===== src/rtl/dmem_access_unit.sv =====
// Memory-stage data access controller: drives a req/ack data memory for word and
// byte loads/stores, stalls the pipeline while busy, and flags misalignment or timeout.
module dmem_access_unit #(
  parameter int unsigned TIMEOUT = 255
) (
  input  logic        clk,
  input  logic        reset,
  input  logic        MemReqM,
  input  logic        MemWriteM,
  input  logic        ByteM,
  input  logic [31:0] ALUResultM,
  input  logic [31:0] WriteDataM,
  output logic [31:0] ReadDataM,
  output logic        StallM,
  output logic        MemFault,
  output logic        mem_req,
  output logic        mem_we,
  output logic [31:0] mem_addr,
  output logic [31:0] mem_wdata,
  output logic [3:0]  mem_be,
  input  logic        mem_ack,
  input  logic [31:0] mem_rdata
);

  typedef enum logic [1:0] {
    IDLE = 2'd0,
    BUSY = 2'd1,
    DONE = 2'd2
  } state_t;

  localparam logic [7:0] CNT_LAST = 8'(TIMEOUT - 1);

  state_t      state_q;
  logic [7:0]  cnt_q;
  logic        byte_q;
  logic [1:0]  lane_q;
  logic [31:0] rdata_q;
  logic        fault_q;
  logic        req_q;
  logic        we_q;
  logic [31:0] addr_q;
  logic [31:0] wdata_q;
  logic [3:0]  be_q;

  logic        misaligned_d;
  logic [3:0]  be_d;
  logic [31:0] wdata_d;
  logic [31:0] rdata_fmt_d;

  function automatic logic [3:0] byte_enables(input logic byte_acc, input logic [1:0] lane);
    logic [3:0] be;
    be = 4'hF;
    if (byte_acc) be = 4'b0001 << lane;
    return be;
  endfunction

  function automatic logic [31:0] store_format(input logic byte_acc, input logic [31:0] data);
    logic [31:0] wd;
    wd = data;
    if (byte_acc) wd = {4{data[7:0]}};
    return wd;
  endfunction

  // Byte loads zero-extend the lane selected by the original low address bits.
  function automatic logic [31:0] load_format(input logic byte_acc, input logic [1:0] lane,
                                              input logic [31:0] word);
    logic [31:0] rd;
    rd = word;
    if (byte_acc) begin
      case (lane)
        2'd0:    rd = {24'h0, word[7:0]};
        2'd1:    rd = {24'h0, word[15:8]};
        2'd2:    rd = {24'h0, word[23:16]};
        default: rd = {24'h0, word[31:24]};
      endcase
    end
    return rd;
  endfunction

  always_comb begin
    misaligned_d = !ByteM && (ALUResultM[1:0] != 2'b00);
    be_d         = byte_enables(ByteM, ALUResultM[1:0]);
    wdata_d      = store_format(ByteM, WriteDataM);
    rdata_fmt_d  = load_format(byte_q, lane_q, mem_rdata);
  end

  // The stall is combinational in IDLE so the request cycle itself holds the pipeline.
  always_comb begin
    StallM = 1'b0;
    if (!reset) begin
      case (state_q)
        IDLE:    StallM = MemReqM;
        BUSY:    StallM = 1'b1;
        default: StallM = 1'b0;
      endcase
    end
  end

  always_ff @(posedge clk) begin
    if (reset) begin
      state_q <= IDLE;
      cnt_q   <= 8'd0;
      byte_q  <= 1'b0;
      lane_q  <= 2'd0;
      rdata_q <= 32'd0;
      fault_q <= 1'b0;
      req_q   <= 1'b0;
      we_q    <= 1'b0;
      addr_q  <= 32'd0;
      wdata_q <= 32'd0;
      be_q    <= 4'd0;
    end else begin
      case (state_q)
        IDLE: begin
          fault_q <= 1'b0;
          if (MemReqM) begin
            if (misaligned_d) begin
              state_q <= DONE;
              fault_q <= 1'b1;
              rdata_q <= 32'd0;
            end else begin
              state_q <= BUSY;
              req_q   <= 1'b1;
              we_q    <= MemWriteM;
              addr_q  <= {ALUResultM[31:2], 2'b00};
              wdata_q <= wdata_d;
              be_q    <= be_d;
              byte_q  <= ByteM;
              lane_q  <= ALUResultM[1:0];
              cnt_q   <= 8'd0;
            end
          end
        end
        BUSY: begin
          // An ack in the final timeout cycle takes priority over the fault.
          if (mem_ack) begin
            req_q   <= 1'b0;
            state_q <= DONE;
            if (!we_q) rdata_q <= rdata_fmt_d;
          end else if (cnt_q == CNT_LAST) begin
            req_q   <= 1'b0;
            fault_q <= 1'b1;
            rdata_q <= 32'd0;
            state_q <= DONE;
          end else begin
            cnt_q <= cnt_q + 8'd1;
          end
        end
        default: begin
          fault_q <= 1'b0;
          state_q <= IDLE;
        end
      endcase
    end
  end

  assign ReadDataM = rdata_q;
  assign MemFault  = fault_q;
  assign mem_req   = req_q;
  assign mem_we    = we_q;
  assign mem_addr  = addr_q;
  assign mem_wdata = wdata_q;
  assign mem_be    = be_q;

endmodule

===== config.mk =====
export PLATFORM = sky130hd
export DESIGN_NAME = dmem_access_unit
export DESIGN_NICKNAME = d
export VERILOG_FILES = /design/src/rtl/dmem_access_unit.sv
export SDC_FILE = /design/constraint.sdc
export NUM_CORES = 1
export LEC_CHECK = 0
export BUFFER_PORTS_ARGS = -buffer_cell sky130_fd_sc_hd__clkbuf_2
export CAP_MARGIN = 5
export CORE_MARGIN = 3
export CORE_UTILIZATION = 48
export CTS_CLUSTER_DIAMETER = 100
export DETAILED_ROUTE_END_ITERATION = 8
export PLACE_DENSITY_LB_ADDON = 0.2
export SETUP_SLACK_MARGIN = 0.05
export SYNTH_ARGS = -nofsm -noshare
export SYNTH_HDL_FRONTEND = slang
export SYNTH_SLANG_ARGS = --single-unit

===== constraint.sdc =====
create_clock -name clk -period 1.8 [get_ports clk]
set_input_delay 0.09 -clock clk [delete_from_list [all_inputs] [get_ports clk]]
set_output_delay 0.09 -clock clk [all_outputs]
set_load 0.01 [all_outputs]

# After elaboration in Yosys (flattened, before gate mapping)
# Cells that the tools add are included.
# word_totals
wordCells,70
inputBits,102
out_inout_bits,104
register_bits,114
# classes
n_shift,1
n_addsub,1
n_eq_ne,12
reduce_logical,12
n_bitwise,1
muxes,32
# op_table
op,n
two-way mux 32 bit,7
case mux 32 bit (2 select lines),1
two-way mux 8 bit,4
case mux 8 bit (3 select lines),1
case mux 8 bit (2 select lines),1
"!= test 2 bit, second input constant",6
AND reduction 5 bit,2
two-way mux 1 bit,9
"adder 8 x 1 -> 8 bit, second input constant",1
"equality test 8 bit, second input constant",1
two-way mux 2 bit,4
"!= test 3 bit, second input constant",2
case mux 1 bit (2 select lines),3
"equality test 2 x 1 -> 1 bit, second input constant",2
logical NOT 2 bit,2
two-way mux 4 bit,1
case mux 2 bit (2 select lines),1
AND reduction 2 bit,2
AND reduction 4 bit,1
nonzero test 2 bit,2
"<< shifter 1 x 2 -> 4 bit, first input constant",1
AND reduction 3 bit,1
"equality test 2 bit, second input constant",1
logical AND 1 bit,1
2 further kinds,2

# Longest topological paths before layout
# logic_depth
word_depth,6
mapped_depth,7

# Worst setup path after synthesis
# Ideal clock, no wire load.
# synth_path
path_type,register to register
start,register state_q[0]
end,"register wdata_q[10], in the netlist mem_wdata[10]"
stages_incl_launch_ff,7
required_time_ps,1654
path_buffers,3
setup_ps,146
slack_ps,258
arrival_ps,1396
cell_sequence,dfxtp_1 -> or3b_1 -> buf_6 -> nor2_8 -> buf_6 -> buf_6 -> a211oi_2
# synth_between
elab_chain_len,2
# synth_lines
element,line,rtl
"start, declared",33,state_t state_q;
"start signal, assigned",101,state_q <= IDLE;
"start signal, assigned",118,state_q <= DONE;
"start signal, assigned",122,state_q <= BUSY;
logical NOT 2 bit,113,case (state_q)
AND reduction 3 bit (no line),--,
"end signal, assigned",126,wdata_q <= wdata_d;
"end, declared",42,logic [31:0] wdata_q;
# Every way passes these cells.
# A chain may end at the register's enable or synchronous reset.

# Worst setup path after layout
# layout_path
start,register state_q[1]
end,"register addr_q[21], in the netlist mem_addr[21]"
# layout_between
elab_chain_len,2
# layout_lines
element,line,rtl
logical NOT 2 bit,113,
AND reduction 3 bit (no line),--,
"end signal, assigned",125,"addr_q <= {ALUResultM[31:2], 2'b00};"
"end, declared",41,logic [31:0] addr_q;
# Every way passes these cells.

==> out/summary.txt <==
ANT nets after route - 0
IO buf count - 203
crit path launch type - flop
share of cells above drive strength 1 - 0.337
Max-Cap Viols - 0
RSZ-0062 raised after global routing - yes
Gate Count Post-Synth - 553
Setup violations, final - 0
setup_tns - 0 ns
CTS Buffer Depth - 2
Max Clock Freq - 594 MHz
area of the multi-input gates - 2550 um^2
total CTS buffers - 17
initial core utilization - 0.503
Syn Area/Cell - 9.09 um^2
WP data required - 2.22 ns
Syn-to-layout area delta - 54.0%
met3 wire length - 1320 um
fin. max-slew vios - 0
Clock Skew - 0.00925 ns
First-pass DRT Iterations - 5
Die Wd - 108 um
n_diodes - 0
Post-DP HPWL - 9800 um
die area - 11700 um^2
placed cell count - 864
worst path cell trace - or3b_4, nor2_8, buf_6, nand2_1, a21oi_1
top routing layer used - met4
setup bufs post-CTS - 0
Worst VDD drop - 0.569 mV
CP top delay family - simple AND/OR/NAND/NOR gates
met1 wire length - 6470 um
mapped cell area - 5030 um^2
CTS tree - built
Core Rows - 36
Hold Crit Class - input port to flop
Vias - 5247
Hold WS - 0.0160 ns
number of synthesized flops with an enable pin - 0
Die Ht - 108 um
fin crit period - 1.68 ns
Post-Layout Cell Count - 990
leak pwr - 0.00344 uW
Pint - 5530 uW
Distinct cells, synth - 52
Crit Path Class - flop to flop
total gr overflow - 0
DR WL/cell - 16.6 um
highest-delay cell along the critical path - or3b_4
pin count of the biggest net entering global routing - 77
Relative slew margins - 0.359
register area - 2280 um^2
FFs w/ async S/R, synth - 0
sequential fraction of the synthesis area - 0.454
Initial DRC Count - 391
R2R setup slack - 0.12 ns
drc violations - 0
# nets final - 948
first-pass GRT wire length - 26100 um
Sw Share - 0.255
clk sink count - 114
pwr/cell area - 958 nW/um^2
Clk network pwr share - 0.474
CP bufs+invs - 1
CTS clk-pin slew, worst paths - 0.06 ns
Final Cycle Share - 0.935
Gate power share - 0.156
critical path arrival - 2.11 ns
Root Driver - clkbuf_8
Crit Path Max Fanout - 28
routability cong. - 0.854
synth warn - 0
# IOs - 206
H-tree levels - 4
Synth Flop Type - dfxtp_1
largest stage delay on the critical path - 0.46 ns
fillers - 711
Net Switching - 1890 uW
Slew @ Worst Pin - 0.962 ns
endpoints failing hold - 0
Critical Path End Type - flop
All-Layer GR Usage - 0.282
vias in the first global route - 5262
status - finished clean
Via density - 5.30
Core ar. - 10000 um^2
insertion delay to the later sink of the worst-skew pair - 0.52 ns
metal2 WL - 8010 um
initial antenna violation count - 0
Seq cells post-synth - 114
Flop pwr share - 0.369
WL final - 16400 um
[worst register-to-register path, cell delays in order (launching register included)]
cell and delay (ns):
dfxtp_1 0.37, or3b_4 0.46, nor2_8 0.22, buf_6 0.26
nand2_1 0.09, a21oi_1 0.21
[state kept, by name (all words and copies together), names as in the netlist, 2 cells and up]
name	count
ReadDataM	32
cnt_q	8
lane_q	2
mem_addr	30
mem_be	4
mem_wdata	32
state_q	2
[timing repair]
action                                  4_1_cts  5_1_grt
gates resized for setup                       0        8
endpoints found under the hold margin        93        0
hold buffers                                 92        0
endpoints found under the setup margin        0       91
[cells in the final DEF (no fill, tap or decap), types with 3 or more instances in the layout]
cell type,instances
nand4b_1,3
buf_12,3
nor2b_1,5
xor2_1,3
nand2_1,110
inv_1,4
buf_4,8
dfxtp_1,113
a211oi_2,25
o21ai_0,8
clkbuf_16,17
clkinv_4,3
clkinvlp_4,4
a21oi_1,56
nor2_1,45
clkbuf_2,202
a22o_1,7
nand2b_1,26
clkbuf_8,3
bufinv_16,4
mux2_2,6
mux2i_1,48
dlygate4sd3_1,92
o22ai_1,12
[final timing paths]
path,cells past startpoint,to,startpoint
worst max register to register,5,mem_addr[21],state_q[1]
worst max-delay path,5,mem_addr[21],state_q[1]
worst min register to register,2,mem_addr[9],mem_addr[9]
worst min-delay path,4,mem_be[2],ALUResultM[0]
[routing by layer]
metal,vias up,GRT usage
met1,2428,0.329
met2,258,0.473
li1,2509,-
met4,0,0.130
met3,52,0.0901
met5,-,0
[logic make-up (layout without fill, tap and decap cells)]
kind of cell / count (synthesis) / in the layout / synth area share
compound gates: 124 / 125 / 0.181
other cells: 1 / 2 / 0.000746
flops: 114 / 114 / 0.454
simple gates: 211 / 211 / 0.193
xor+xnor: 4 / 4 / 0.00697
mux: 54 / 54 / 0.109
fa+ha+maj: 2 / 2 / 0.00498
buf+inv: 43 / 345 / 0.0503
[per-stage QoR]
stage / cell area, um^2 / power [uW] / setup WS (ns) / utilization
after floorplan: 5030 / 3370 / 0.258 / -
after global placement: 6120 / 3710 / 0.00187 / 0.612
after detailed placement: 6120 / 3730 / -0.0573 / 0.612
after CTS: 7670 / 7410 / 0.0514 / 0.767
after global routing: 7740 / 7690 / 0.0468 / 0.774
final: 7740 / 7420 / 0.117 / 0.774
[cells in the mapped netlist, types with 4 or more instances]
| library cell | number | share of area |
|---|---|---|
| a211oi_2 | 25 | 0.062 |
| a21oi_1 | 56 | 0.056 |
| a22o_1 | 7 | 0.012 |
| buf_2 | 4 | 0.0040 |
| buf_4 | 5 | 0.0075 |
| buf_6 | 9 | 0.020 |
| clkbuf_1 | 19 | 0.014 |
| dfxtp_1 | 114 | 0.45 |
| inv_1 | 4 | 0.0030 |
| mux2_2 | 6 | 0.013 |
| mux2i_1 | 48 | 0.096 |
| nand2_1 | 110 | 0.082 |
| nand2b_1 | 26 | 0.032 |
| nor2_1 | 45 | 0.034 |
| nor2b_1 | 5 | 0.0062 |
| o21ai_0 | 8 | 0.0080 |
| o22ai_1 | 12 | 0.015 |
[area by class of cell]
cell class | instances | area share
well taps | 133 | 0.0215
clock inverters | 12 | 0.0234
repair buffers | 308 | 0.271
flip-flops and latches | 114 | 0.295
inverters | 5 | 0.00242
multi-input cells | 398 | 0.329
clock buffers | 20 | 0.0575
[power by group through the flow]
stage	Combinational, uW	Sequential [uW]	Clock (uW)
after global routing	1250	2750	3690
after floorplan	545	2830	0
after detailed placement	947	2780	0
after global placement	928	2780	0
after CTS	1110	2730	3570
final	1160	2740	3520
Power figures use the tool's default switching activity.
